===== src/rtl/world_map_arbiter_if.sv =====
// Bundles the video, CPU and map-RAM signals that pass through the world-map arbiter.
// Latency: none; this is wiring only.
// Backpressure: none; the CPU side holds its request level until cpu_ack.
interface world_map_arbiter_if #(
    parameter int ADDR_W = 14
);
    // video fetch side
    logic              vid_req;
    logic [9:0]        vid_row;
    logic [9:0]        vid_col;
    logic [1:0]        vid_pixel;
    logic              vid_valid;
    logic              vid_overrun;
    // CPU side
    logic              cpu_req;
    logic              cpu_we;
    logic [ADDR_W-1:0] cpu_addr;
    logic [1:0]        cpu_wdata;
    logic [1:0]        cpu_rdata;
    logic              cpu_ack;
    logic              cpu_starve;
    // map RAM side
    logic              mem_en;
    logic              mem_we;
    logic [ADDR_W-1:0] mem_addr;
    logic [1:0]        mem_wdata;
    logic [1:0]        mem_rdata;

    // arbiter view
    modport slave (
        input  vid_req, vid_row, vid_col,
        input  cpu_req, cpu_we, cpu_addr, cpu_wdata,
        input  mem_rdata,
        output vid_pixel, vid_valid, vid_overrun,
        output cpu_rdata, cpu_ack, cpu_starve,
        output mem_en, mem_we, mem_addr, mem_wdata
    );

    // requester / RAM-model view
    modport master (
        output vid_req, vid_row, vid_col,
        output cpu_req, cpu_we, cpu_addr, cpu_wdata,
        output mem_rdata,
        input  vid_pixel, vid_valid, vid_overrun,
        input  cpu_rdata, cpu_ack, cpu_starve,
        input  mem_en, mem_we, mem_addr, mem_wdata
    );
endinterface


===== src/rtl/world_map_arbiter.sv =====
// Shares the single-port world-map RAM between video pixel fetch (priority) and the CPU.
// Latency: issue edge to vid_valid / cpu_ack is 2 cycles; one RAM op every 2 cycles.
// Backpressure: CPU holds cpu_req until cpu_ack; video waits in a 1-deep pend (overwritten on overrun).
module world_map_arbiter #(
    parameter int MAP_W      = 128,
    parameter int MAP_H      = 128,
    parameter int CELL_SHIFT = 2,
    parameter int ADDR_W     = 14,
    parameter int STARVE_MAX = 8
) (
    input  logic                 sys_clk,
    input  logic                 sys_rst,
    world_map_arbiter_if.slave   bus
);

    localparam int XW    = $clog2(MAP_W);
    localparam int YW    = $clog2(MAP_H);
    localparam int CW    = 10 - CELL_SHIFT;
    localparam int CNT_W = $clog2(STARVE_MAX + 1);

    typedef enum logic [2:0] {
        IDLE,
        VID_WAIT,
        VID_DATA,
        CPU_WAIT,
        CPU_DATA
    } state_t;

    state_t            state;
    logic              vid_pend;
    logic [9:0]        vid_row_q;
    logic [9:0]        vid_col_q;
    logic [CNT_W-1:0]  wait_cnt;
    logic              op_oom;
    logic              op_we;

    logic [9:0]        eff_row;
    logic [9:0]        eff_col;
    logic [CW-1:0]     cy;
    logic [CW-1:0]     cx;
    logic              vid_oom;
    logic [ADDR_W-1:0] vid_addr;
    logic              vid_elig;
    logic              cpu_elig;
    logic              issue_pt;
    logic              starve_win;
    logic              grant_cpu;
    logic              grant_vid;

    // Arbitration: a same-cycle vid_req overrides the latched coordinates; the CPU
    // request being acked in CPU_DATA is not eligible again at that same issue point.
    always_comb begin
        eff_row    = bus.vid_req ? bus.vid_row : vid_row_q;
        eff_col    = bus.vid_req ? bus.vid_col : vid_col_q;
        cy         = CW'(eff_row >> CELL_SHIFT);
        cx         = CW'(eff_col >> CELL_SHIFT);
        vid_oom    = (32'(cx) >= MAP_W) || (32'(cy) >= MAP_H);
        vid_addr   = ADDR_W'({cy[YW-1:0], cx[XW-1:0]});
        vid_elig   = bus.vid_req || vid_pend;
        cpu_elig   = bus.cpu_req && (state != CPU_WAIT) && (state != CPU_DATA);
        issue_pt   = (state == IDLE) || (state == VID_DATA) || (state == CPU_DATA);
        starve_win = cpu_elig && (32'(wait_cnt) >= STARVE_MAX);
        grant_cpu  = issue_pt && cpu_elig && (!vid_elig || starve_win);
        grant_vid  = issue_pt && vid_elig && !grant_cpu;
    end

    // Single FSM: pend/starvation bookkeeping, data capture, and registered RAM issue.
    always_ff @(posedge sys_clk) begin
        if (!sys_rst) begin
            state           <= IDLE;
            vid_pend        <= 1'b0;
            vid_row_q       <= '0;
            vid_col_q       <= '0;
            wait_cnt        <= '0;
            op_oom          <= 1'b0;
            op_we           <= 1'b0;
            bus.vid_pixel   <= 2'b00;
            bus.vid_valid   <= 1'b0;
            bus.vid_overrun <= 1'b0;
            bus.cpu_rdata   <= 2'b00;
            bus.cpu_ack     <= 1'b0;
            bus.cpu_starve  <= 1'b0;
            bus.mem_en      <= 1'b0;
            bus.mem_we      <= 1'b0;
            bus.mem_addr    <= '0;
            bus.mem_wdata   <= 2'b00;
        end else begin
            bus.vid_valid <= 1'b0;
            bus.cpu_ack   <= 1'b0;
            bus.mem_en    <= 1'b0;
            bus.mem_we    <= 1'b0;

            if (bus.vid_req) begin
                vid_row_q <= bus.vid_row;
                vid_col_q <= bus.vid_col;
                if (vid_pend) begin
                    bus.vid_overrun <= 1'b1;
                end
            end
            vid_pend <= vid_elig && !grant_vid;

            if (grant_cpu) begin
                wait_cnt <= '0;
            end else if (cpu_elig && (32'(wait_cnt) < STARVE_MAX)) begin
                wait_cnt <= wait_cnt + 1'b1;
            end

            case (state)
                VID_WAIT: state <= VID_DATA;
                CPU_WAIT: state <= CPU_DATA;
                VID_DATA: begin
                    bus.vid_pixel <= op_oom ? 2'b00 : bus.mem_rdata;
                    bus.vid_valid <= 1'b1;
                end
                CPU_DATA: begin
                    bus.cpu_rdata <= op_we ? 2'b00 : bus.mem_rdata;
                    bus.cpu_ack   <= 1'b1;
                end
                default: ;
            endcase

            if (issue_pt) begin
                if (grant_cpu) begin
                    bus.mem_en    <= 1'b1;
                    bus.mem_we    <= bus.cpu_we;
                    bus.mem_addr  <= bus.cpu_addr;
                    bus.mem_wdata <= bus.cpu_wdata;
                    op_we         <= bus.cpu_we;
                    if (starve_win && vid_elig) begin
                        bus.cpu_starve <= 1'b1;
                    end
                    state <= CPU_WAIT;
                end else if (grant_vid) begin
                    // an out-of-map fetch still burns the slot but never touches the RAM
                    bus.mem_en    <= !vid_oom;
                    bus.mem_we    <= 1'b0;
                    bus.mem_addr  <= vid_addr;
                    bus.mem_wdata <= 2'b00;
                    op_oom        <= vid_oom;
                    state         <= VID_WAIT;
                end else begin
                    state <= IDLE;
                end
            end
        end
    end

endmodule


===== src/flat_wrapper.sv =====
// flat-port wrapper written by rule: the top's interface ports become plain ports
module world_map_arbiter_flat 
#(
    parameter int MAP_W      = 128,
    parameter int MAP_H      = 128,
    parameter int CELL_SHIFT = 2,
    parameter int ADDR_W     = 14,
    parameter int STARVE_MAX = 8
)
  (sys_clk, sys_rst, bus_vid_req, bus_vid_row, bus_vid_col, bus_cpu_req, bus_cpu_we, bus_cpu_addr, bus_cpu_wdata, bus_mem_rdata, bus_vid_pixel, bus_vid_valid, bus_vid_overrun, bus_cpu_rdata, bus_cpu_ack, bus_cpu_starve, bus_mem_en, bus_mem_we, bus_mem_addr, bus_mem_wdata);
  world_map_arbiter_if #(.ADDR_W(ADDR_W)) bus_i ();
  input  logic sys_clk;
  input  logic sys_rst;
  input wire logic [$bits(bus_i.vid_req)-1:0] bus_vid_req;
  input wire logic [$bits(bus_i.vid_row)-1:0] bus_vid_row;
  input wire logic [$bits(bus_i.vid_col)-1:0] bus_vid_col;
  input wire logic [$bits(bus_i.cpu_req)-1:0] bus_cpu_req;
  input wire logic [$bits(bus_i.cpu_we)-1:0] bus_cpu_we;
  input wire logic [$bits(bus_i.cpu_addr)-1:0] bus_cpu_addr;
  input wire logic [$bits(bus_i.cpu_wdata)-1:0] bus_cpu_wdata;
  input wire logic [$bits(bus_i.mem_rdata)-1:0] bus_mem_rdata;
  output wire logic [$bits(bus_i.vid_pixel)-1:0] bus_vid_pixel;
  output wire logic [$bits(bus_i.vid_valid)-1:0] bus_vid_valid;
  output wire logic [$bits(bus_i.vid_overrun)-1:0] bus_vid_overrun;
  output wire logic [$bits(bus_i.cpu_rdata)-1:0] bus_cpu_rdata;
  output wire logic [$bits(bus_i.cpu_ack)-1:0] bus_cpu_ack;
  output wire logic [$bits(bus_i.cpu_starve)-1:0] bus_cpu_starve;
  output wire logic [$bits(bus_i.mem_en)-1:0] bus_mem_en;
  output wire logic [$bits(bus_i.mem_we)-1:0] bus_mem_we;
  output wire logic [$bits(bus_i.mem_addr)-1:0] bus_mem_addr;
  output wire logic [$bits(bus_i.mem_wdata)-1:0] bus_mem_wdata;
  assign bus_i.vid_req = bus_vid_req;
  assign bus_i.vid_row = bus_vid_row;
  assign bus_i.vid_col = bus_vid_col;
  assign bus_i.cpu_req = bus_cpu_req;
  assign bus_i.cpu_we = bus_cpu_we;
  assign bus_i.cpu_addr = bus_cpu_addr;
  assign bus_i.cpu_wdata = bus_cpu_wdata;
  assign bus_i.mem_rdata = bus_mem_rdata;
  assign bus_vid_pixel = bus_i.vid_pixel;
  assign bus_vid_valid = bus_i.vid_valid;
  assign bus_vid_overrun = bus_i.vid_overrun;
  assign bus_cpu_rdata = bus_i.cpu_rdata;
  assign bus_cpu_ack = bus_i.cpu_ack;
  assign bus_cpu_starve = bus_i.cpu_starve;
  assign bus_mem_en = bus_i.mem_en;
  assign bus_mem_we = bus_i.mem_we;
  assign bus_mem_addr = bus_i.mem_addr;
  assign bus_mem_wdata = bus_i.mem_wdata;
  world_map_arbiter #(.MAP_W(MAP_W), .MAP_H(MAP_H), .CELL_SHIFT(CELL_SHIFT), .ADDR_W(ADDR_W), .STARVE_MAX(STARVE_MAX)) u_core (.sys_clk(sys_clk), .sys_rst(sys_rst), .bus(bus_i));
endmodule

===== config.mk =====
export PLATFORM = sky130hd
export DESIGN_NAME = world_map_arbiter_flat
export DESIGN_NICKNAME = d
export VERILOG_FILES = /design/src/rtl/world_map_arbiter_if.sv /design/src/rtl/world_map_arbiter.sv /design/src/flat_wrapper.sv
export SDC_FILE = /design/constraint.sdc
export NUM_CORES = 1
export LEC_CHECK = 0
export BUFFER_PORTS_ARGS = -buffer_cell sky130_fd_sc_hd__buf_2
export CELL_PAD_IN_SITES_DETAIL_PLACEMENT = 0
export CELL_PAD_IN_SITES_GLOBAL_PLACEMENT = 2
export CORE_MARGIN = 2
export CORE_UTILIZATION = 33
export CTS_BUF_LIST = sky130_fd_sc_hd__clkbuf_2
export CTS_CLUSTER_DIAMETER = 200
export DETAILED_ROUTE_END_ITERATION = 16
export MAX_ROUTING_LAYER = met4
export PLACE_DENSITY_LB_ADDON = 0.1
export SLEW_MARGIN = 20
export SYNTH_ARGS = -nofsm -noshare
export SYNTH_HDL_FRONTEND = slang
export SYNTH_SLANG_ARGS = --single-unit

===== constraint.sdc =====
create_clock -name sys_clk -period 3.6 [get_ports sys_clk]
set_input_delay 0 -clock sys_clk [delete_from_list [all_inputs] [get_ports sys_clk]]
set_output_delay 0 -clock sys_clk [all_outputs]
set_load 0.01 [all_outputs]

# [Word-level counts from Yosys, hierarchy flattened]
# Index checks and enable logic that the tools add are counted.
[classes] n_addsub=1 n_lt_le_gt_ge=4 n_eq_ne=6 muxes=16 bitwise=2 n_reduce_logical=30
[ops] cell="$mux W14" count=2
[ops] cell="$mux W10" count=2
[ops] cell="$ge A8 B8 Y1 const B" count=2
[ops] cell="$logic_and A1 B1 Y1" count=10
[ops] cell="$reduce_and A3 Y1" count=3
[ops] cell="$mux W2" count=4
[ops] cell="$reduce_and A2 Y1" count=4
[ops] cell="$eq A3 B2 Y1 const B" count=2
[ops] cell="$mux W3" count=2
[ops] cell="$pmux W3 S2" count=1
[ops] cell="$logic_or A1 B1 Y1" count=5
[ops] cell="$mux W1" count=5
[ops] cell="$add A4 B1 Y4 const B" count=1
[ops] cell="$ge A4 B4 Y1 const B" count=1
[ops] cell="$logic_not A1 Y1" count=4
[ops] cell="$lt A4 B4 Y1 const B" count=1
[ops] cell="$eq A3 B1 Y1 const B" count=1
[ops] cell="$eq A3 B3 Y1 const B" count=1
[ops] cell="$logic_not A3 Y1" count=1
[ops] cell="$ne A3 B2 Y1 const B" count=1
[ops] cell="$ne A3 B3 Y1 const B" count=1
[ops] cell="$reduce_bool A3 Y1" count=1
[ops] cell="$not A1 Y1" count=2
[ops] cell="$reduce_bool A2 Y1" count=1
[ops] cell="$reduce_or A2 Y1" count=1
[word_totals] reg_bits=56 output_inout_bits=26

# [Logic depth before layout (Yosys ltp)]
# Gate-level depths: netlist (run 1).
[logic_depth] depth_word=11 mapped_depth=7

# [Least setup slack after synthesis (run 1)]
# OpenSTA, ideal clock, no wires.
[synth_timing] path_type="reg2reg" from="reg u_core.vid_pend" to="reg u_core.bus.mem_addr[10]" t_arrival_ps=1293 required_ps=3475 setup_slack_ps=2182 path_stages_with_launch=7 period_less_slack_ps=1418 path_cell_list="dfxtp_1 -> nor2_1 -> o211a_1 -> buf_2 -> buf_2 -> a222oi_1 -> nor2b_1"
[synth_between] elab_chain_cells=8 word_cells_on_any_way=10 cone_classes="mux: 1; reduce/logical: 9"
[synth_rtl] item="start: declaration" line_no="world_map_arbiter.sv:30" source="logic vid_pend;"
[synth_rtl] item="start signal: assignment" line_no="world_map_arbiter.sv:100" source="vid_pend <= vid_elig && !grant_vid;"
[synth_rtl] item="$logic_or A1 B1 Y1 (*)" line_no="world_map_arbiter.sv:59" source="vid_elig = bus.vid_req || vid_pend;"
[synth_rtl] item="$logic_not A1 Y1" line_no="world_map_arbiter.sv:63" source="grant_cpu = issue_pt && cpu_elig && (!vid_elig || starve_win);"
[synth_rtl] item="$logic_or A1 B1 Y1" line_no="world_map_arbiter.sv:63"
[synth_rtl] item="$logic_and A1 B1 Y1" line_no="world_map_arbiter.sv:63"
[synth_rtl] item="$logic_not A1 Y1" line_no="world_map_arbiter.sv:64" source="grant_vid = issue_pt && vid_elig && !grant_cpu;"
[synth_rtl] item="$logic_and A1 B1 Y1" line_no="world_map_arbiter.sv:64"
[synth_rtl] item="$reduce_bool A2 Y1 (no source line)"
[synth_rtl] item="$reduce_and A2 Y1 (no source line)"
[synth_rtl] item="end signal: assignment" line_no="world_map_arbiter.sv:126" source="bus.mem_addr <= bus.cpu_addr;"
[synth_rtl] item="end signal: assignment" line_no="world_map_arbiter.sv:137" source="bus.mem_addr <= vid_addr;"
[synth_rtl] item="end: declaration" line_no="world_map_arbiter_if.sv:36" source="output mem_en, mem_we, mem_addr, mem_wdata"
# Every way passes the cells marked *; elsewhere a longest branch is shown, timed or not.
# A chain may end at the register's enable or synchronous reset.

# [Worst setup path in the final report (run 1)]
[layout_timing] from="reg u_core.state[2]" to="reg u_core.bus.mem_addr[2]"
[layout_between] elab_chain_cells=10 word_cells_on_any_way=19 cone_classes="eq/ne: 4; mux: 1; reduce/logical: 14"
[layout_rtl] item="start: declaration" line_no="world_map_arbiter.sv:29" source="state_t state;"
[layout_rtl] item="start signal: assignment" line_no="world_map_arbiter.sv:70" source="state <= IDLE;"
[layout_rtl] item="start signal: assignment" line_no="world_map_arbiter.sv:109" source="VID_WAIT: state <= VID_DATA;"
[layout_rtl] item="start signal: assignment" line_no="world_map_arbiter.sv:110" source="CPU_WAIT: state <= CPU_DATA;"
[layout_rtl] item="$ne A3 B2 Y1" line_no="world_map_arbiter.sv:60" source="cpu_elig = bus.cpu_req && (state != CPU_WAIT) && (state != CPU_DATA);"
[layout_rtl] item="$logic_and A1 B1 Y1 (2 in series)" line_no="world_map_arbiter.sv:60"
[layout_rtl] item="$logic_and A1 B1 Y1" line_no="world_map_arbiter.sv:62" source="starve_win = cpu_elig && (32'(wait_cnt) >= STARVE_MAX);"
[layout_rtl] item="$logic_or A1 B1 Y1" line_no="world_map_arbiter.sv:63"
[layout_rtl] item="$logic_and A1 B1 Y1" line_no="world_map_arbiter.sv:63"
[layout_rtl] item="$logic_not A1 Y1" line_no="world_map_arbiter.sv:64"
[layout_rtl] item="$logic_and A1 B1 Y1" line_no="world_map_arbiter.sv:64"
[layout_rtl] item="$reduce_bool A2 Y1 (no source line)"
[layout_rtl] item="$reduce_and A2 Y1 (no source line)"
# Parallel ways exist; a longest one is shown, timed or not.

==> results of run 1 <==
[through the flow]
stage          total power (µW)  instances  setup slack (ps)
2_1_floorplan               784        217              2180
3_3_place_gp                849        342              1500
3_5_place_dp                850        342              1520
4_1_cts                    1200        389               951
5_1_grt                    1250        389               971
6_report                   1180        389              1170
[synthesized netlist by cell type (all sizes together), types with 2 or more instances]
library cell | instances | area [µm²]
clkbuf | 5 | 18.8
nand2 | 9 | 33.8
nor2b | 37 | 231
a21boi | 6 | 45.1
mux2i | 18 | 180
a21oi | 7 | 35.0
a22oi | 3 | 27.5
inv | 2 | 7.51
and3 | 4 | 25.0
nor3b | 3 | 22.5
nor3 | 2 | 10.0
a222oi | 14 | 140
buf | 11 | 65.1
o21ai | 2 | 10.0
o211ai | 2 | 20.0
nand4b | 2 | 17.5
dfxtp | 52 | 1040
nor2 | 23 | 88.8
ha | 2 | 25.0
[per-layer routing]
metal,share of wire,track usage,wire (µm)
met2,0.49,0.272,2620
met1,0.46,0.186,2490
met5,0,-,0
met3,0.039,0.0315,209
met4,0.012,0.0476,64
[cell families after synthesis]
kind of cell / share of synthesized area
and+or+nand+nor: 0.219
DFF: 0.484
muxes: 0.0838
adders and majority gates: 0.0116
AOI/OAI and AO/OA: 0.151
buffers and inverters: 0.0425
xor gates and xnor gates: 0.00815
[final cells by class]
cell class / instances / area, µm² / share of cell area
inverters: 2 / 7.51 / 0.00255
clock inverters: 3 / 42.5 / 0.0145
flip-flops and latches: 52 / 1040 / 0.354
clock buffers: 5 / 25.0 / 0.00850
multi-input cells: 147 / 1020 / 0.347
well taps: 77 / 96.3 / 0.0327
repair buffers: 103 / 711 / 0.241
[power by group]
group	internal [µW]	switching [µW]	leakage (µW)
clock network	117	190	0.0000406
registers	615	23.9	0.000426
logic	119	116	0.000851
[critical path, stage by stage, from the launching register on]
cell	delay (ps)
sky130_fd_sc_hd__dfxtp_1	480
sky130_fd_sc_hd__nor2_2	350
sky130_fd_sc_hd__o211a_1	630
sky130_fd_sc_hd__a222oi_1	220
sky130_fd_sc_hd__dlygate4sd3_1	630
sky130_fd_sc_hd__nor2b_1	100
[flip-flops by register name, indices dropped and copies added (netlist names), 2 cells and up]
name	cells
u_core.wait_cnt	4
u_core.vid_row_q	8
u_core.bus.vid_pixel	2
u_core.vid_col_q	8
u_core.state	3
u_core.bus.cpu_rdata	2
u_core.bus.mem_wdata	2
u_core.bus.mem_addr	14
[worst min path at each step]
| stage | startpoint | to | depth (start not counted) |
|---|---|---|---|
| global route | sys_rst | u_core.vid_pend | 3 |
| floorplan | bus_cpu_we | u_core.op_we | 2 |
| finish | sys_rst | u_core.vid_pend | 3 |
| detailed placement | bus_cpu_we | u_core.bus.mem_we | 2 |
| global placement | bus_cpu_we | u_core.bus.mem_we | 2 |
| CTS | sys_rst | u_core.vid_pend | 3 |
==> impl_metrics.sql, run 1 <==
INSERT INTO impl_metrics (metric_group, metric, value, unit) VALUES
('run_status', 'status', 'finished clean', ''),
('timing', 'tightestPinTransition', '910', 'ps'),
('final_layout', 'final_common_cell', 'sky130_fd_sc_hd__buf_2', ''),
('timing', 'unrepaired_setup_endpoints_after_global_routing', 'no', ''),
('logic_synthesis', 'synthFlopType', 'sky130_fd_sc_hd__dfxtp_1', ''),
('critical_path', 'timing.critical_path.from', 'u_core.state[2]', ''),
('floorplanning', 'dieWidth', '84.7', 'µm'),
('pwr', 'peakVddDrop', '0.000238', 'V'),
('worst_hold_path', 'worst_hold_path_type', 'in -> reg', ''),
('logic_synthesis', 'synthesis.instances', '217', ''),
('final_layout', 'nFillCells', '666', ''),
('placement', 'dp.final_hpwl', '3410', 'µm'),
('timing', 'timing.clock.skew', '25.6', 'ps'),
('timing', 'worst_slew_margin_rel', '0.393', ''),
('global_routing', 'grt_pass1_wl', '8750', 'µm'),
('critical_path', 'crit_path_start_kind', 'register', ''),
('placement', 'gpl.final_weighted_congestion', '0.681', ''),
('critical_path', 'r2r.worst_path.cells', '5', ''),
('routing', 'final_antenna_net_count', '0', ''),
('floorplanning', 'die_area', '0.00718', 'mm²'),
('clocking', 'clk_path_buf_depth', '2', ''),
('routing', 'postRouteWirelength', '5380', 'µm'),
('critical_path', 'critical_path.endpoint', 'u_core.bus.mem_addr[2]', ''),
('final_layout', 'postLayoutCoreUtil', '0.466', ''),
('timing', 'final-setup-viol-count', '0', ''),
('critical_path', 'critical_path_class', 'reg -> reg', ''),
('clocking', 'cts.htree.levels', '2', ''),
('critical_path', 'ff2ff_setup_slack', '1170', 'ps'),
('final_layout', 'syn2layout_area_growth', '36.9', '%'),
('logic_synthesis', 'synth-seq-area-share', '0.484', ''),
('final_layout', 'antenna_cells_inserted', '0', ''),
('pwr', 'powerDensity', '401', 'mW/mm²'),
('final_layout', 'drive_gt1_frac', '0.244', ''),
('routing', 'avg_vias_per_cell', '4.81', ''),
('logic_synthesis', 'async_flop_share', '0', ''),
('clocking', 'clk_transition_reported_paths', '270', 'ps'),
('timing', 'report.final.slew_viol_count', '0', ''),
('logic_synthesis', 'yosysWarningCount', '0', ''),
('clocking', 'tritoncts', 'done', ''),
('logic_synthesis', 'synth_enable_flop_cells', '0', ''),
('clocking', 'cts_resized', '0', ''),
('routing', 'via_count', '1870', ''),
('floorplanning', 'core_area', '0.00631', 'mm²'),
('timing', 'hold-worst-slack', '96.0', 'ps'),
('pwr', 'power.leakage', '0.00132', 'µW'),
('routing', 'remaining_drc_errors', '0', ''),
('critical_path', 'r2r_start', 'u_core.state[2]', ''),
('floorplanning', 'io_pins', '69', ''),
('critical_path', 'max_fanout_on_critical_path', '18', ''),
('timing', 'final.setup.tns', '0', 'ps'),
('final_layout', 'nets', '356', ''),
('routing', 'drt-initial-drc-count', '105', ''),
('placement', 'postPlaceCellArea', '0.00248', 'mm²'),
('final_layout', 'most-common-layout-cells', '64 x sky130_fd_sc_hd__buf_2, 52 x sky130_fd_sc_hd__dfxtp_1, 39 x sky130_fd_sc_hd__dlygate4sd3_1', ''),
('routing', 'drt-pass1-iter-count', '4', ''),
('logic_synthesis', 'mappedNetlistArea', '0.00215', 'mm²'),
('clocking', 'post-cts-setup-buffers', '0', ''),
('timing', 'final_hold_viol_count', '0', ''),
('critical_path', 'worstReg2RegEnd', 'u_core.bus.mem_addr[2]', ''),
('global_routing', 'number_of_antenna_violations_at_the_first_check_in_global_routing', '0', ''),
('critical_path', 'cp.required', '4020', 'ps'),
('logic_synthesis', 'syn-mean-instance-area', '9.91', 'µm²'),
('global_routing', 'gr-usage-all-layers', '0.158', ''),
('critical_path', 'crit_path_end_kind', 'register', ''),
('global_routing', 'first_global_vias', '1888', ''),
('critical_path', 'arrival', '2850', 'ps'),
('global_routing', 'grt_start_max_net_pins', '50', ''),
('logic_synthesis', 'synth.ff_latch_count', '52', ''),
('clocking', 'clk_latency', '450', 'ps'),
('clocking', 'clkSinkCount', '52', ''),
('run', 'cap_viol_max_count', '0', '');
(Power assumes the default switching activity.)
==> inputs of run 2 (changes only) <==
--- a/config.mk
+++ b/config.mk
@@ -5,11 +5,12 @@
 export SDC_FILE = /design/constraint.sdc
 export NUM_CORES = 1
 export LEC_CHECK = 0
+export ABC_AREA = 1
 export BUFFER_PORTS_ARGS = -buffer_cell sky130_fd_sc_hd__buf_2
 export CELL_PAD_IN_SITES_DETAIL_PLACEMENT = 0
 export CELL_PAD_IN_SITES_GLOBAL_PLACEMENT = 2
 export CORE_MARGIN = 2
-export CORE_UTILIZATION = 33
+export CORE_UTILIZATION = 29
 export CTS_BUF_LIST = sky130_fd_sc_hd__clkbuf_2
 export CTS_CLUSTER_DIAMETER = 200
 export DETAILED_ROUTE_END_ITERATION = 16
==> constraint.sdc (replaced) <==
create_clock -name sys_clk -period 2.3 [get_ports sys_clk]
set_input_delay 0 -clock sys_clk [delete_from_list [all_inputs] [get_ports sys_clk]]
set_output_delay 0 -clock sys_clk [all_outputs]
set_load 0.01 [all_outputs]
==> impl_metrics.sql, run 2 <==
INSERT INTO impl_metrics (metric_group, metric, value, unit) VALUES
('run_status', 'status', 'finished clean', ''),
('global_routing', 'overflow', '0', ''),
('routing', 'drt-wirelength-per-cell', '11.5', 'µm'),
('timing', 'timing.final.ws_setup', '655', 'ps'),
('timing', 'final.setup.tns', '0', 'ps'),
('global_routing', 'grt_start_max_net_pins', '35', ''),
('global_routing', 'number_of_antenna_violations_at_the_first_check_in_global_routing', '0', ''),
('global_routing', 'grt_pass1_wl', '9890', 'µm'),
('critical_path', 'timing.critical_path.from', 'u_core.state[2]', ''),
('clocking', 'clk_path_buf_depth', '2', ''),
('final_layout', 'antenna_cells_inserted', '0', ''),
('placement', 'gpl.final_weighted_congestion', '0.784', ''),
('timing', 'final_hold_viol_count', '0', ''),
('clocking', 'post-cts-setup-buffers', '0', ''),
('clocking', 'cts_root_buffer', 'sky130_fd_sc_hd__clkbuf_2', ''),
('final_layout', 'largest_register', 'u_core.bus.mem_addr', ''),
('placement', 'numPortBuffers', '64', ''),
('critical_path', 'crit_path_end_kind', 'register', ''),
('floorplanning', 'die_area', '0.00839', 'mm²'),
('pwr', 'power.leakage', '0.00159', 'µW'),
('timing', 'period_share', '0.715', ''),
('worst_hold_path', 'hold_path.startpoint', 'bus_cpu_we', ''),
('final_layout', 'design_area', '0.00314', 'mm²'),
('placement', 'detailedPlace.worstSlack', '690', 'ps'),
('timing', 'unrepaired_setup_endpoints_after_global_routing', 'no', ''),
('logic_synthesis', 'synth-seq-area-share', '0.468', ''),
('final_layout', 'syn2layout_area_growth', '41.0', '%'),
('routing', 'drt-pass1-iter-count', '4', ''),
('pwr', 'totalPowerFinal', '1980', 'µW'),
('logic_synthesis', 'syn-mean-instance-area', '7.57', 'µm²'),
('logic_synthesis', 'mappedNetlistArea', '0.00223', 'mm²'),
('floorplanning', 'io_pins', '69', ''),
('floorplanning', 'num_rows', '31', ''),
('routing', 'drt-initial-drc-count', '67', ''),
('clocking', 'clk_transition_reported_paths', '250', 'ps'),
('clocking', 'cts_made_buffers', '5', ''),
('logic_synthesis', 'yosysWarningCount', '0', ''),
('critical_path', 'max_fanout_on_critical_path', '12', ''),
('logic_synthesis', 'synthMostInstantiatedCell', 'sky130_fd_sc_hd__nand2_1', ''),
('logic_synthesis', 'synth_nets', '339', ''),
('final_layout', 'final_common_cell', 'sky130_fd_sc_hd__buf_2', ''),
('routing', 'remaining_drc_errors', '0', ''),
('global_routing', 'first_global_vias', '2145', ''),
('logic_synthesis', 'synth.ff_latch_count', '52', ''),
('logic_synthesis', 'post-synth-top-area-cell', 'sky130_fd_sc_hd__dfxtp_1', ''),
('worst_hold_path', 'worst_hold_path_type', 'in -> reg', ''),
('timing', 'report.final.slew_viol_count', '0', ''),
('clocking', 'cts.htree.levels', '2', ''),
('clocking', 'tritoncts', 'done', ''),
('logic_synthesis', 'synthesis.instances', '294', ''),
('final_layout', 'drive_gt1_frac', '0.248', ''),
('logic_synthesis', 'synthFlopType', 'sky130_fd_sc_hd__dfxtp_1', ''),
('critical_path', 'critical_path_class', 'reg -> reg', ''),
('placement', 'postPlaceCellArea', '0.00264', 'mm²'),
('logic_synthesis', 'synth_enable_flop_cells', '0', ''),
('final_layout', 'largest_reg_flops', '14', ''),
('clocking', 'clk_latency', '430', 'ps'),
('timing', 'max_freq', '0.608', 'GHz'),
('critical_path', 'cp.required', '2690', 'ps'),
('timing', 'timing.clock.skew', '35.4', 'ps'),
('logic_synthesis', 'async_flop_share', '0', ''),
('final_layout', 'most-common-layout-cells', '64 x sky130_fd_sc_hd__buf_2, 53 x sky130_fd_sc_hd__nand2_1, 52 x sky130_fd_sc_hd__dfxtp_1', ''),
('routing', 'avg_vias_per_cell', '4.32', ''),
('placement', 'dp.final_hpwl', '3990', 'µm'),
('final_layout', 'biggestRegsByFlops', 'u_core.bus.mem_addr x14, u_core.vid_col_q x8, u_core.vid_row_q x8', ''),
('logic_synthesis', 'ys_top_cells_by_count', '53 x sky130_fd_sc_hd__nand2_1, 52 x sky130_fd_sc_hd__dfxtp_1, 41 x sky130_fd_sc_hd__inv_1', ''),
('timing', 'worst_slew_margin_rel', '0.707', ''),
('timing', 'final-setup-viol-count', '0', ''),
('timing', 'tightestPinTransition', '439', 'ps'),
('run', 'cap_viol_max_count', '0', ''),
('critical_path', 'r2r_start', 'u_core.state[2]', ''),
('routing', 'via_count', '2156', ''),
('floorplanning', 'core_area', '0.00733', 'mm²'),
('critical_path', 'arrival', '2040', 'ps'),
('floorplanning', 'dieWidth', '91.6', 'µm'),
('routing', 'final_antenna_net_count', '0', ''),
('floorplanning', 'initial_core_util', '0.304', ''),
('global_routing', 'gr-usage-all-layers', '0.149', ''),
('logic_synthesis', 'post-synth-top-area-fraction', '0.468', ''),
('logic_synthesis', 'synthDistinctLibCells', '31', ''),
('clocking', 'clkSinkCount', '52', ''),
('critical_path', 'crit_path_start_kind', 'register', ''),
('pwr', 'powerDensity', '632', 'mW/mm²'),
('timing', 'layout_min_cycle_time', '1640', 'ps'),
('routing', 'postRouteWirelength', '5750', 'µm'),
('final_layout', 'nets', '445', ''),
('floorplanning', 'die_y', '91.6', 'µm'),
('final_layout', 'postLayoutCoreUtil', '0.428', ''),
('pwr', 'peakVddDrop', '0.000267', 'V'),
('logic_synthesis', 'post_synth_main_area_contributors', 'sky130_fd_sc_hd__dfxtp_1 47%, sky130_fd_sc_hd__nand2_1 8.9%, sky130_fd_sc_hd__inv_1 6.9%', '');
-- run 2: stage by stage --
stage	hold WS, ps	std cells
floorplan	134	294
global placement	254	451
detailed placement	252	451
CTS	307	499
global route	292	499
finish	339	499
-- run 2: cell type report --
cell class / count / area, µm²
fill: 826 / 4190
sequential: 52 / 1040
multi-input combinational: 186 / 951
timing repair buffer: 110 / 768
inverter: 45 / 169
tap: 99 / 124
clock inverter: 2 / 60.1
clock buffer: 5 / 25.0
-- run 2: worst paths after layout --
kind	to	slack, ps	cells past startpoint
max	u_core.bus.mem_addr[5]	660	10
min	u_core.bus.mem_we	340	4
max reg2reg	u_core.bus.mem_addr[5]	660	10
min reg2reg	u_core.bus.vid_pixel[0]	490	2
-- run 2: timing repair --
action                    4_1_cts  5_1_grt
hold buffers                   41        0
hold endpoints to repair       45        0
gates resized for setup         0        0
-- run 2: kinds of logic after synthesis --
group / count (synthesis) / share of synthesized area
fa+ha+maj: 2 / 0.0112
xor+xnor: 1 / 0.00394
buf+inv: 56 / 0.105
compound gates: 44 / 0.107
simple gates: 132 / 0.274
mux: 7 / 0.0315
flops: 52 / 0.468
-- run 2: worst max-delay path: stages (launching register included) --
cell and delay (ps):
sky130_fd_sc_hd__dfxtp_1 510, sky130_fd_sc_hd__inv_2 70, sky130_fd_sc_hd__nand3_1 80, sky130_fd_sc_hd__nand2_2 80
sky130_fd_sc_hd__nor2_4 110, sky130_fd_sc_hd__o211ai_2 90, sky130_fd_sc_hd__inv_1 360, sky130_fd_sc_hd__nand2_1 100
sky130_fd_sc_hd__nand3_1 100, sky130_fd_sc_hd__nand2_1 60, sky130_fd_sc_hd__inv_1 40
-- run 2: routing by layer --
metal / GRT usage / vias up / share of wire
li1: - / 1135 / -
met2: 0.246 / 43 / 0.47
met5: - / - / 0
met1: 0.189 / 973 / 0.48
met4: 0.0379 / 0 / 0.0096
met3: 0.0288 / 5 / 0.041
-- run 2: power breakdown --
group	internal, µW	switching, µW	total (µW)
clock	287	287	573
sequential	971	32.8	1000
combinational	185	221	406
total	1440	541	1980
==> inputs of run 3 (changes only) <==
--- a/config.mk
+++ b/config.mk
@@ -10,7 +10,7 @@
 export CELL_PAD_IN_SITES_DETAIL_PLACEMENT = 0
 export CELL_PAD_IN_SITES_GLOBAL_PLACEMENT = 2
 export CORE_MARGIN = 2
-export CORE_UTILIZATION = 29
+export CORE_UTILIZATION = 26
 export CTS_BUF_LIST = sky130_fd_sc_hd__clkbuf_2
 export CTS_CLUSTER_DIAMETER = 200
 export DETAILED_ROUTE_END_ITERATION = 16
==> constraint.sdc (replaced) <==
create_clock -name sys_clk -period 1.4 [get_ports sys_clk]
set_input_delay 0 -clock sys_clk [delete_from_list [all_inputs] [get_ports sys_clk]]
set_output_delay 0 -clock sys_clk [all_outputs]
set_load 0.01 [all_outputs]
==> impl_metrics.sql, run 3 (synthesized netlist as in run 2, its figures left out) <==
INSERT INTO impl_metrics (metric_group, metric, value, unit) VALUES
('global_routing', 'grt_start_max_net_pins', '17', ''),
('clocking', 'clk_transition_reported_paths', '280', 'ps'),
('final_layout', 'drive_gt1_frac', '0.369', ''),
('routing', 'via_count', '2203', ''),
('floorplanning', 'num_rows', '33', ''),
('worst_hold_path', 'worst_hold_path_type', 'in -> reg', ''),
('clocking', 'cts.htree.levels', '2', ''),
('routing', 'drt-initial-drc-count', '54', ''),
('clocking', 'clk_path_buf_depth', '2', ''),
('critical_path', 'r2r_start', 'u_core.state[0]', ''),
('placement', 'gpl.final_weighted_congestion', '0.818', ''),
('floorplanning', 'dieWidth', '96.5', 'µm'),
('clocking', 'cts_made_buffers', '5', ''),
('pwr', 'peakVddDrop', '0.000381', 'V'),
('critical_path', 'r2r.worst_path.cells', '11', ''),
('global_routing', 'grt_pass1_wl', '9870', 'µm'),
('final_layout', 'largest_register', 'u_core.bus.mem_addr', ''),
('pwr', 'powerDensity', '903', 'mW/mm²'),
('clocking', 'post-cts-setup-buffers', '0', ''),
('floorplanning', 'initial_core_util', '0.270', ''),
('final_layout', 'largest_reg_flops', '14', ''),
('floorplanning', 'core_area', '0.00826', 'mm²'),
('critical_path', 'crit_path_start_kind', 'register', ''),
('critical_path', 'critical_path_depth', '11', ''),
('timing', 'timing.clock.skew', '18.9', 'ps'),
('pwr', 'totalPowerFinal', '3090', 'µW'),
('run', 'cap_viol_max_count', '0', ''),
('final_layout', 'biggestRegsByFlops', 'u_core.bus.mem_addr x14, u_core.vid_col_q x8, u_core.vid_row_q x8', ''),
('placement', 'numPortBuffers', '64', ''),
('floorplanning', 'die_area', '0.00932', 'mm²'),
('final_layout', 'postLayoutCoreUtil', '0.414', ''),
('routing', 'drt-wirelength-per-cell', '11.8', 'µm'),
('routing', 'drt-pass1-iter-count', '4', ''),
('routing', 'avg_vias_per_cell', '4.22', ''),
('routing', 'final_antenna_net_count', '0', ''),
('critical_path', 'cp.required', '1770', 'ps'),
('placement', 'dp.cells', '475', ''),
('timing', 'final.setup.tns', '0', 'ps'),
('critical_path', 'critical_path.endpoint', 'u_core.bus.mem_addr[3]', ''),
('critical_path', 'critical_path.top_delay_family', 'simple AND/OR/NAND/NOR gates', ''),
('final_layout', 'final_common_cell', 'sky130_fd_sc_hd__buf_2', ''),
('critical_path', 'crit_path_end_kind', 'register', ''),
('global_routing', 'overflow', '0', ''),
('final_layout', 'most-common-layout-cells', '64 x sky130_fd_sc_hd__buf_2, 49 x sky130_fd_sc_hd__dfxtp_1, 42 x sky130_fd_sc_hd__nand2_1', ''),
('worst_hold_path', 'worst_hold_path.num_cells', '4', ''),
('critical_path', 'slowest_stage', 'sky130_fd_sc_hd__dfxtp_4', ''),
('critical_path', 'arrival', '1770', 'ps'),
('critical_path', 'critical_path_class', 'reg -> reg', ''),
('critical_path', 'worstPathBufferInverterCount', '4', ''),
('timing', 'final_hold_viol_count', '0', ''),
('routing', 'remaining_drc_errors', '0', ''),
('timing', 'report.final.slew_viol_count', '0', ''),
('final_layout', 'syn2layout_area_growth', '53.7', '%'),
('pwr', 'power.leakage', '0.00169', 'µW'),
('timing', 'unrepaired_setup_endpoints_after_global_routing', 'yes', ''),
('clocking', 'clkSinkCount', '52', ''),
('clocking', 'clk_latency', '440', 'ps'),
('routing', 'postRouteWirelength', '6150', 'µm'),
('final_layout', 'antenna_cells_inserted', '0', ''),
('clocking', 'cts_root_buffer', 'sky130_fd_sc_hd__clkbuf_2', ''),
('global_routing', 'number_of_antenna_violations_at_the_first_check_in_global_routing', '0', ''),
('timing', 'worst_slew_margin_rel', '0.753', ''),
('floorplanning', 'io_pins', '69', ''),
('timing', 'final-setup-viol-count', '0', ''),
('final_layout', 'finalNonFillerCells', '522', ''),
('timing', 'period_share', '0.997', ''),
('global_routing', 'first_global_vias', '2206', ''),
('run_status', 'status', 'finished clean', ''),
('critical_path', 'max_fanout_on_critical_path', '6', ''),
('floorplanning', 'die_y', '96.5', 'µm'),
('final_layout', 'nets', '461', ''),
('placement', 'dp.final_hpwl', '4290', 'µm'),
('global_routing', 'gr-usage-all-layers', '0.142', ''),
('timing', 'layout_min_cycle_time', '1400', 'ps'),
('critical_path', 'worstPathCellList', 'inv_2, nand2_2, nor2_4, nor2_4, o211ai_4, inv_2, buf_6, nand2_2, nand3_2, nand2_1, inv_1', ''),
('timing', 'tightestPinTransition', '368', 'ps'),
('critical_path', 'timing.critical_path.from', 'u_core.state[0]', ''),
('critical_path', 'worstReg2RegEnd', 'u_core.bus.mem_addr[3]', ''),
('critical_path', 'crit_path_max_incr_delay', '430', 'ps'),
('clocking', 'tritoncts', 'done', ''),
('timing', 'max_freq', '0.717', 'GHz'),
('critical_path', 'ff2ff_setup_slack', '5', 'ps');
## run 3: changes by cell type in the layout (fill, tap and decap cells not counted), sizes merged
cell	before	now
bufinv	2	0
dlygate4sd3	41	38
buf	69	88
clkinv	1	2
clkinvlp	0	2
## run 3: area by class of cell
type                            count  area (µm²)
Fill cell                         918        4840
Multi-Input combinational cell    186        1120
Sequential cell                    52        1050
Timing Repair Buffer              126         908
Inverter                           45         169
Tap cell                          105         131
Clock buffer                        5        25.0
Clock inverter                      3        18.8
## run 3: per-layer routing
layer,GRT usage,vias up,part of all wire
met5,-,-,0
met4,0.0399,0,0.013
met3,0.0279,9,0.038
met2,0.247,40,0.48
met1,0.167,981,0.47
li1,-,1173,-
## run 3: timing repair
action                                 CTS  global route
pin swaps                                0            12
resized for setup                        9            45
setup endpoints to repair               21            25
hold buffers                            38             0
gates cloned                             0             1
endpoints found under the hold margin   47             0
## run 3: stage by stage
| stage | hold WS [ps] | instance area (µm²) | worst slack (ps) |
|---|---|---|---|
| 2_1_floorplan | 134 | 2230 | 32.9 |
| 3_3_place_gp | 254 | 2800 | -81.3 |
| 3_5_place_dp | 247 | 2800 | -62.6 |
| 4_1_cts | 256 | 3250 | 0.114 |
| 5_1_grt | 272 | 3420 | -132 |
| 6_report | 310 | 3420 | 4.68 |
## run 3: how the worst min path moves through the flow
stage                     startpoint  slack [ps]                 endpoint
detailed placement  bus_mem_rdata[0]         250  u_core.bus.cpu_rdata[0]
floorplan           bus_mem_rdata[0]         130  u_core.bus.cpu_rdata[0]
finish              bus_cpu_wdata[1]         310  u_core.bus.mem_wdata[1]
global placement          bus_cpu_we         250        u_core.bus.mem_we
global route        bus_cpu_wdata[0]         270  u_core.bus.mem_wdata[0]
CTS                 bus_cpu_wdata[1]         260  u_core.bus.mem_wdata[1]
## run 3: worst register-to-register path: cells and delay by family, from the launching register on
family                 cells  cell delay, ps
AND/OR/NAND/NOR            6             480
AO/OA/AOI/OAI              1              90
flip-flops                 1             430
buffers and inverters      4             330
## run 3: where the power goes
part	leakage, µW	switching (µW)	internal (µW)
sequential	0.000430	57.2	1600
combinational	0.00124	427	394
clock	0.0000226	498	115
total	0.00169	982	2110
